### src/rtl/mem_port_arbiter.sv
// Two-port round-robin arbiter in front of a single-ported word memory.
// Each access runs IDLE -> ACCESS (MEM_LAT cycles) -> RESP, and the RESP cycle carries a one-cycle ack.
module mem_port_arbiter #(
    parameter int BITS_DATA = 32,
    parameter int BITS_ADDR = 16,
    parameter int MEM_LAT   = 1
) (
    input  logic                 clk,
    input  logic                 reset,
    input  logic                 req0,
    input  logic                 we0,
    input  logic [BITS_ADDR-1:0] addr0,
    input  logic [BITS_DATA-1:0] wdata0,
    output logic                 ack0,
    input  logic                 req1,
    input  logic                 we1,
    input  logic [BITS_ADDR-1:0] addr1,
    input  logic [BITS_DATA-1:0] wdata1,
    output logic                 ack1,
    output logic [BITS_DATA-1:0] rdata,
    output logic [BITS_ADDR-1:0] MAR,
    output logic [BITS_DATA-1:0] MBR_W,
    output logic                 write,
    input  logic [BITS_DATA-1:0] MBR_R,
    output logic                 busy,
    output logic                 owner,
    output logic [1:0]           dbg_state
);

    localparam int CW = (MEM_LAT < 2) ? 1 : $clog2(MEM_LAT + 1);

    localparam logic [1:0] IDLE   = 2'd0;
    localparam logic [1:0] ACCESS = 2'd1;
    localparam logic [1:0] RESP   = 2'd2;

    logic [1:0]    state;
    logic          last_owner;
    logic          is_write;
    logic [CW-1:0] lat_cnt;
    logic          sel;

    // Handshake: a requester holds req/we/addr/wdata stable until its ack pulse
    // and drops req in the cycle after; a req still high back in IDLE is a new request.
    always_comb begin
        sel = 1'b0;
        if (req0 && req1) sel = ~last_owner;
        else if (req1)    sel = 1'b1;
    end

    assign dbg_state = state;

    always_ff @(posedge clk) begin
        if (!reset) begin
            state      <= IDLE;
            ack0       <= 1'b0;
            ack1       <= 1'b0;
            write      <= 1'b0;
            busy       <= 1'b0;
            MAR        <= '0;
            MBR_W      <= '0;
            rdata      <= '0;
            owner      <= 1'b0;
            last_owner <= 1'b1;
            is_write   <= 1'b0;
            lat_cnt    <= '0;
        end else begin
            case (state)
                IDLE: begin
                    write <= 1'b0;
                    if (req0 || req1) begin
                        MAR        <= sel ? addr1 : addr0;
                        MBR_W      <= sel ? wdata1 : wdata0;
                        write      <= sel ? we1 : we0;
                        is_write   <= sel ? we1 : we0;
                        owner      <= sel;
                        last_owner <= sel;
                        busy       <= 1'b1;
                        lat_cnt    <= CW'(MEM_LAT);
                        state      <= ACCESS;
                    end
                end
                ACCESS: begin
                    // The write strobe lasts only the first ACCESS cycle.
                    write <= 1'b0;
                    if (lat_cnt == CW'(1)) begin
                        if (!is_write) rdata <= MBR_R;
                        if (owner) ack1 <= 1'b1;
                        else       ack0 <= 1'b1;
                        state <= RESP;
                    end else begin
                        lat_cnt <= lat_cnt - CW'(1);
                    end
                end
                RESP: begin
                    ack0  <= 1'b0;
                    ack1  <= 1'b0;
                    busy  <= 1'b0;
                    state <= IDLE;
                end
                default: state <= IDLE;
            endcase
        end
    end

endmodule
### config.mk
export PLATFORM = sky130hd
export DESIGN_NAME = mem_port_arbiter
export DESIGN_NICKNAME = d
export VERILOG_FILES = /design/src/rtl/mem_port_arbiter.sv
export SDC_FILE = /design/constraint.sdc
export NUM_CORES = 1
export LEC_CHECK = 0
export CORE_UTILIZATION = 40
export DETAILED_ROUTE_END_ITERATION = 7
export MAX_ROUTING_LAYER = met4
export PLACE_DENSITY = 0.84
export RECOVER_POWER = 50
export SETUP_SLACK_MARGIN = 0.3
export SYNTH_ARGS = -nofsm -noshare
export SYNTH_HDL_FRONTEND = slang
export SYNTH_SLANG_ARGS = --single-unit
### constraint.sdc
create_clock -name clk -period 2.6 [get_ports clk]
set_input_delay 0.39 -clock clk [delete_from_list [all_inputs] [get_ports clk]]
set_output_delay 0.39 -clock clk [all_outputs]
set_load 0.02 [all_outputs]
==> results by group, run 1 <==
Clock tree
  – H-tree depth: 3
  – Root buffer cell: clkbuf_8
  – CTS-repair resized insts: 0
  – Clock slew at reported path FFs: 0.09 ns
  – Hold_buf cts: 0
  – Post-CTS setup buffers: 0
  – TritonCTS Sinks: 90
  – Num CTS Buffers: 9
  – CTS tree: yes
  – Clk buf depth: 2
  – Clock latency on the worst-skew pair: around 0.35 ns

GRT
  – Antenna violations before repair: 0
  – GR Util All Layers: 0.249
  – Wire length of the first global-routing pass: 19.0 mm
  – Number of global-route vias before repair: ~4000
  – Grt total ovfl: 0
  – Largest net degree at the start of global routing: 66

Setup path
  – Setup crit end kind: register
  – CP Launch Type: input port
  – Crit Path Category: input port to register
  – Arrival @ worst endpoint: 2.38 ns
  – Worst Path Required: approximately 2.8 ns
  – R2R Path Start: dbg_state[1]
  – Critical-path maximum fanout: 43
  – Critical path origin: req0

Floorplan
  – Die Height: between 90 and 100 um
  – Starting Density: 0.413
  – I/O pins: about 220
  – Site row count: 35
  – Chip width: between 90 and 100 um
  – Core area: slightly above 9000 sq um
  – DIE AREA: 9930 sq um

Synth
  – Mapped Area: between 3000 and 4000 sq um
  – Register area share after synthesis: 0.472
  – Synthesis Warnings: 0
  – Netlist cell types: 27
  – Syn Nets: 598
  – Yosys reg bits: 90
  – Syn Area/Cell: just over 8 sq um
  – Post-synthesis cell count: 464

STA
  – Final worst slack: between 0.4 and 0.5 ns
  – Fmax: about 470 MHz
  – Fin crit share: 0.823
  – Fin Setup TNS: 0 ns
  – Slew Limit Fails: 0
  – Final hold vios: 0
  – Slew HR: 0.452
  – Final min period: about 2.1 ns
  – RSZ-0062 raised after global routing: false
  – Final-report setup violation count: 0
  – Worst Tran Pin Value: a little over 0.8 ns
  – Clock Skew: around 0.017 ns

Final layout
  – Cell area after layout: approximately 6300 sq um
  – Layout Area Growth over Synthesis: 64.2%
  – Ant. Diodes: 0
  – Share of post-route cells with drive strength above 1: 0.0650
  – Fin nets: 791

Route
  – Drt drc: 0
  – Final antenna-violating net count: 0
  – DR pass1 iterations: 4
  – Wire per inst: ~15 um
  – Post-Route WL: roughly 12 mm
  – Initial DRC Count: ~190
  – Vias/cell: ~5.2
  – Vias: around 4100

Placed design
  – Area post-placement: just over 6000 sq um
  – Setup WS pre-CTS: ~0.52 ns
  – PortBufs: 220
  – DP Wirelength: between 8 and 9 mm
  – Routability cong.: a little over 0.8

Power and ir drop
  – Power Dens Cells: ~560 nW/um^2
  – Static Leakage: between 2 and 2.5 nW
  – Max rail drop VDD: 0.000338 V

Worst hold path
  – Hold Crit Class: register to register
  – Hold Startpoint: rdata[10]

Run
  – Max_cap viols: 0

Outcome
  – Status: finished, final reports clean
==> flip-flops by register name (all words and copies together), names as in the netlist, 2 cells and up <==
| register | flops |
|---|---|
| rdata | 32 |
| MBR_W | 32 |
| MAR | 16 |
| dbg_state | 2 |
==> path summary, 6_finish.rpt <==
path | slack (ns) | cells after the start | endpoint
max | 0.46 | 5 | MAR[10]
min | 0.47 | 2 | rdata[10]
max reg2reg | 0.87 | 4 | MAR[2]
min reg2reg | 0.47 | 2 | rdata[10]
==> synthesized netlist by cell type (all sizes together) <==
cell type | instances | share of area
inv | 3 | 0.0030
nand4bb | 1 | 0.0030
nor4bb | 1 | 0.0026
dfxtp | 90 | 0.47
nor2 | 4 | 0.0079
clkbuf | 12 | 0.012
o21bai | 1 | 0.0020
nor4b | 1 | 0.0023
a311oi | 49 | 0.13
or2 | 2 | 0.0039
a21oi | 55 | 0.072
o21ai | 34 | 0.045
nand2 | 134 | 0.13
a21boi | 2 | 0.0049
nand3 | 35 | 0.046
nand4b | 1 | 0.0023
a21bo | 1 | 0.0026
buf | 36 | 0.054
nand2b | 1 | 0.0016
a221oi | 1 | 0.0023
==> critical path, stage by stage <==
cell             delay (ns)
clkdlybuf4s50_1        0.57
or2_0                  0.67
buf_12                 0.31
a21oi_1                0.09
a311oi_1               0.32
==> per-layer routing <==
metal / vias up / global-route usage / part of all wire
met5: - / - / 0
met4: 0 / 0.106 / 0.029
met3: 27 / 0.0436 / 0.077
met2: 208 / 0.410 / 0.48
met1: 1863 / 0.300 / 0.41
li1: 2030 / - / -
==> where the power goes <==
part           internal, mW  total, mW  leakage (nW)  switching, mW
Combinational         0.514       1.03          1.61          0.513
Clock                 0.378      0.872        0.0859          0.494
Sequential             1.50       1.58         0.741         0.0757
==> cell families after synthesis <==
group / synth area share
buffers and inverters: 0.0686
AND/OR/NAND/NOR: 0.201
flip-flops: 0.472
AO/OA/AOI/OAI: 0.258
==> layout make-up <==
class                           instances  area (sq um)
Inverter                                3          11.3
Timing Repair Buffer                  230          2330
Sequential cell                        90          1800
Tap cell                              129           161
Multi-Input combinational cell        323          1770
Clock inverter                          5          37.5
Clock buffer                           11           141
Fill cell                             711          2980
==> cells in the final DEF (no fill, tap or decap), types with 2 or more instances in the layout <==
cell / synthesis / final
dfxtp_1: 90 / 90
a311oi_2: 10 / 10
dlygate4sd3_1: 0 / 54
clkinvlp_4: 0 / 2
clkbuf_8: 0 / 10
o21ai_0: 34 / 34
nor2_4: 2 / 2
buf_12: 0 / 5
a311oi_1: 39 / 39
nand3_1: 35 / 35
clkdlybuf4s50_1: 0 / 165
nor2_1: 2 / 2
inv_1: 3 / 2
buf_4: 6 / 5
a21oi_1: 55 / 55
nand2_1: 134 / 134
==> per-stage QoR <==
| stage | utilization | hold WS [ns] | total power, mW | cells |
|---|---|---|---|---|
| CTS | 0.677 | 0.478 | 3.53 | 791 |
| detailed placement | 0.657 | 0.462 | 2.66 | 775 |
| global route | 0.678 | 0.494 | 3.65 | 791 |
| global placement | 0.657 | 0.449 | 2.64 | 775 |
| finish | 0.678 | 0.472 | 3.48 | 791 |
| floorplan | - | 0.478 | 2.12 | 464 |
Note: power is estimated with default switching activity, not from simulation.
==> run 2: changes to the inputs <==
--- a/config.mk
+++ b/config.mk
@@ -5,10 +5,10 @@
 export SDC_FILE = /design/constraint.sdc
 export NUM_CORES = 1
 export LEC_CHECK = 0
-export CORE_UTILIZATION = 40
+export CORE_UTILIZATION = 34
 export DETAILED_ROUTE_END_ITERATION = 7
 export MAX_ROUTING_LAYER = met4
-export PLACE_DENSITY = 0.84
+export PLACE_DENSITY = 0.76
 export RECOVER_POWER = 50
 export SETUP_SLACK_MARGIN = 0.3
 export SYNTH_ARGS = -nofsm -noshare
==> constraint.sdc (replaced) <==
create_clock -name clk -period 1.9 [get_ports clk]
set_input_delay 0.285 -clock clk [delete_from_list [all_inputs] [get_ports clk]]
set_output_delay 0.285 -clock clk [all_outputs]
set_load 0.02 [all_outputs]
==> results by group, run 2 (synthesized netlist as in run 1, its figures left out) <==
Outcome
  – Status: finished, final reports clean (unchanged)

Power and ir drop
  – Clock Power Share: 0.261 (was 0.251)
  – Switching power: 1.48 mW (was 1.08 mW)
  – Switching share of power: 0.312 (was 0.311)
  – Design Power: 4.73 mW (was 3.48 mW)
  – Power Dens Cells: 774 nW/um^2 (was 556 nW/um^2)
  – Static Leakage: 2.52 nW (was 2.44 nW)
  – Reg power frac: 0.455 (was 0.454)
  – Max rail drop VDD: 0.000340 V (was 0.000338 V)
  – Internal Power: 3.26 mW (was 2.40 mW)
  – Comb pwr share: 0.284 (was 0.295)

Setup path
  – R2R Path Start: dbg_state[1] (unchanged)
  – Crit Path Category: input port to register (unchanged)
  – Setup crit end kind: register (unchanged)
  – Worst Path Required: 2.10 ns (was 2.84 ns)
  – CP Launch Type: input port (unchanged)
  – Critical-path maximum fanout: 15 (was 43)
  – Critical path origin: req1 (was req0)
  – Arrival @ worst endpoint: 1.88 ns (was 2.38 ns)
  – R2R setup slack: 0.33 ns (was 0.87 ns)

GRT
  – Antenna violations before repair: 0 (unchanged)
  – Routing usage on met1: 0.260 (was 0.300)
  – GR Util All Layers: 0.219 (was 0.249)
  – GRT met2 Usage: 0.357 (was 0.410)
  – Grt total ovfl: 0 (unchanged)
  – Met3 Track Usage GR: 0.0430 (was 0.0436)
  – Grt peak-use layer: met2 (unchanged)
  – Largest net degree at the start of global routing: 66 (unchanged)
  – Number of global-route vias before repair: 4048 (was 3991)
  – Wire length of the first global-routing pass: 19.4 mm (was 19.0 mm)

STA
  – Clock Skew: 0.00796 ns (was 0.0167 ns)
  – Final min period: about 1.7 ns
  – Slew Limit Fails: 0 (unchanged)
  – Final hold vios: 0 (unchanged)
  – Fin crit share: 0.883
  – RSZ-0062 raised after global routing: true (was false)
  – Fin Setup TNS: 0 ns (unchanged)
  – Slew HR: 0.495 (was 0.452)
  – Fmax: 596 MHz
  – Worst Tran Pin Value: 0.757 ns (was 0.823 ns)
  – Final-report setup violation count: 0 (unchanged)

Floorplan
  – I/O pins: 221 (unchanged)
  – DIE AREA: 11600 sq um (was 9930 sq um)
  – Starting Density: 0.350 (was 0.413)
  – Core area: 10900 sq um (was 9240 sq um)
  – Site row count: 38 (was 35)
  – Chip width: 108 um (was 99.6 um)
  – Die Height: 108 um (was 99.6 um)

Clock tree
  – Clock slew at reported path FFs: 0.08 ns (was 0.09 ns)
  – H-tree depth: 3 (unchanged)
  – CTS tree: yes (unchanged)
  – Clock latency on the worst-skew pair: 0.35 ns (about the same)
  – Clk buf depth: 2 (unchanged)
  – TritonCTS Sinks: 90 (unchanged)
  – Num CTS Buffers: 9 (unchanged)
  – Root buffer cell: clkbuf_8 (unchanged)

Route
  – Vias: 4253 (was 4128)
  – Drt drc: 0 (unchanged)
  – Final antenna-violating net count: 0 (unchanged)
  – Wire per inst: 15.9 um (was 15.2 um)
  – Vias/cell: 5.24 (was 5.22)
  – Initial DRC Count: 333 (was 191)
  – Post-Route WL: 12.9 mm (was 12.0 mm)
  – DR pass1 iterations: 5 (was 4)

Final layout
  – Commonest cells after routing, fill and taps aside: 134 x nand2_1, 132 x clkdlybuf4s50_1, 90 x dfxtp_1 (was 165 x clkdlybuf4s50_1, 134 x nand2_1, 90 x dfxtp_1)
  – Share of post-route cells with drive strength above 1: 0.0759 (was 0.0650)
  – Area of the multi-input gates: 1780 sq um (was 1770 sq um)
  – Regs by FF count: MBR_W x32, rdata x32, MAR x16 (unchanged)
  – Fin nets: 801 (was 791)
  – Register Area: 1800 sq um (unchanged)
  – Ant. Diodes: 0 (unchanged)
  – Commonest non-fill, non-tap cell in the layout: nand2_1 (was clkdlybuf4s50_1)
  – Fillers: 1045 (was 711)
  – Final std cells w/o fill: 812 (was 791)
  – Cell area after layout: 6110 sq um (was 6260 sq um)
  – Layout Area Growth over Synthesis: 60.2% (was 64.2%)

Run
  – Max_cap viols: 0 (unchanged)

Placed design
  – Inst Count DP: 792 (was 775)
  – Area post-placement: 6120 sq um (was 6070 sq um)
  – PortBufs: 220 (unchanged)
  – Routability cong.: 0.799 (was 0.820)
  – DP Wirelength: 8.94 mm (was 8.76 mm)

Worst hold path
  – Hold Crit Class: input port to register (was register to register)
  – Hold Startpoint: reset (was rdata[10])
run 2: path summary, 6_finish.rpt:
path	endpoint	cells after the start
max	MBR_W[26]	6
min	ack0	3
max reg2reg	rdata[25]	5
min reg2reg	busy	2
run 2: power groups by stage:
stage / logic, mW / clock network, mW / registers [mW]
floorplan: 0.518 / 0 / 2.39
global placement: 1.42 / 0 / 2.19
detailed placement: 1.45 / 0 / 2.20
CTS: 1.38 / 1.28 / 2.15
global route: 1.45 / 1.38 / 2.17
finish: 1.35 / 1.24 / 2.15
run 2: per-layer routing:
| metal | vias up | routed length [um] | part of all wire |
|---|---|---|---|
| li1 | 2052 | - | - |
| met1 | 1942 | 5440 | 0.42 |
| met2 | 230 | 5990 | 0.46 |
| met3 | 29 | 1140 | 0.088 |
| met4 | 0 | 375 | 0.029 |
| met5 | - | 0 | 0 |
run 2: cell type report:
cell class / instances / share of cell area
inverters: 3 / 0.00184
repair buffers: 238 / 0.353
clock inverters: 1 / 0.00123
clock buffers: 15 / 0.0289
multi-input cells: 325 / 0.291
well taps: 140 / 0.0287
flip-flops and latches: 90 / 0.295
run 2: metrics by stage:
| stage | hold slack, ns | util | worst slack [ns] |
|---|---|---|---|
| final | 0.352 | 0.561 | 0.223 |
| after global routing | 0.357 | 0.561 | 0.144 |
| after floorplan | 0.425 | - | 0.496 |
| after detailed placement | 0.461 | 0.562 | -0.395 |
| after global placement | 0.450 | 0.562 | -0.292 |
| after CTS | 0.324 | 0.572 | 0.296 |
run 2: what timing repair did:
item,4_1_cts,5_1_grt
hold buffers,0,0
pin swaps,1,3
cloned,1,1
resized for setup,66,23
buffers inserted,0,2
endpoints found under the setup margin,114,67
run 2: worst max-delay path: stages:
cell and delay, ns:
dlygate4sd3_1 0.55, clkbuf_1 0.12, or2_2 0.32, clkbuf_2 0.28
a21oi_1 0.25, a311oi_2 0.06
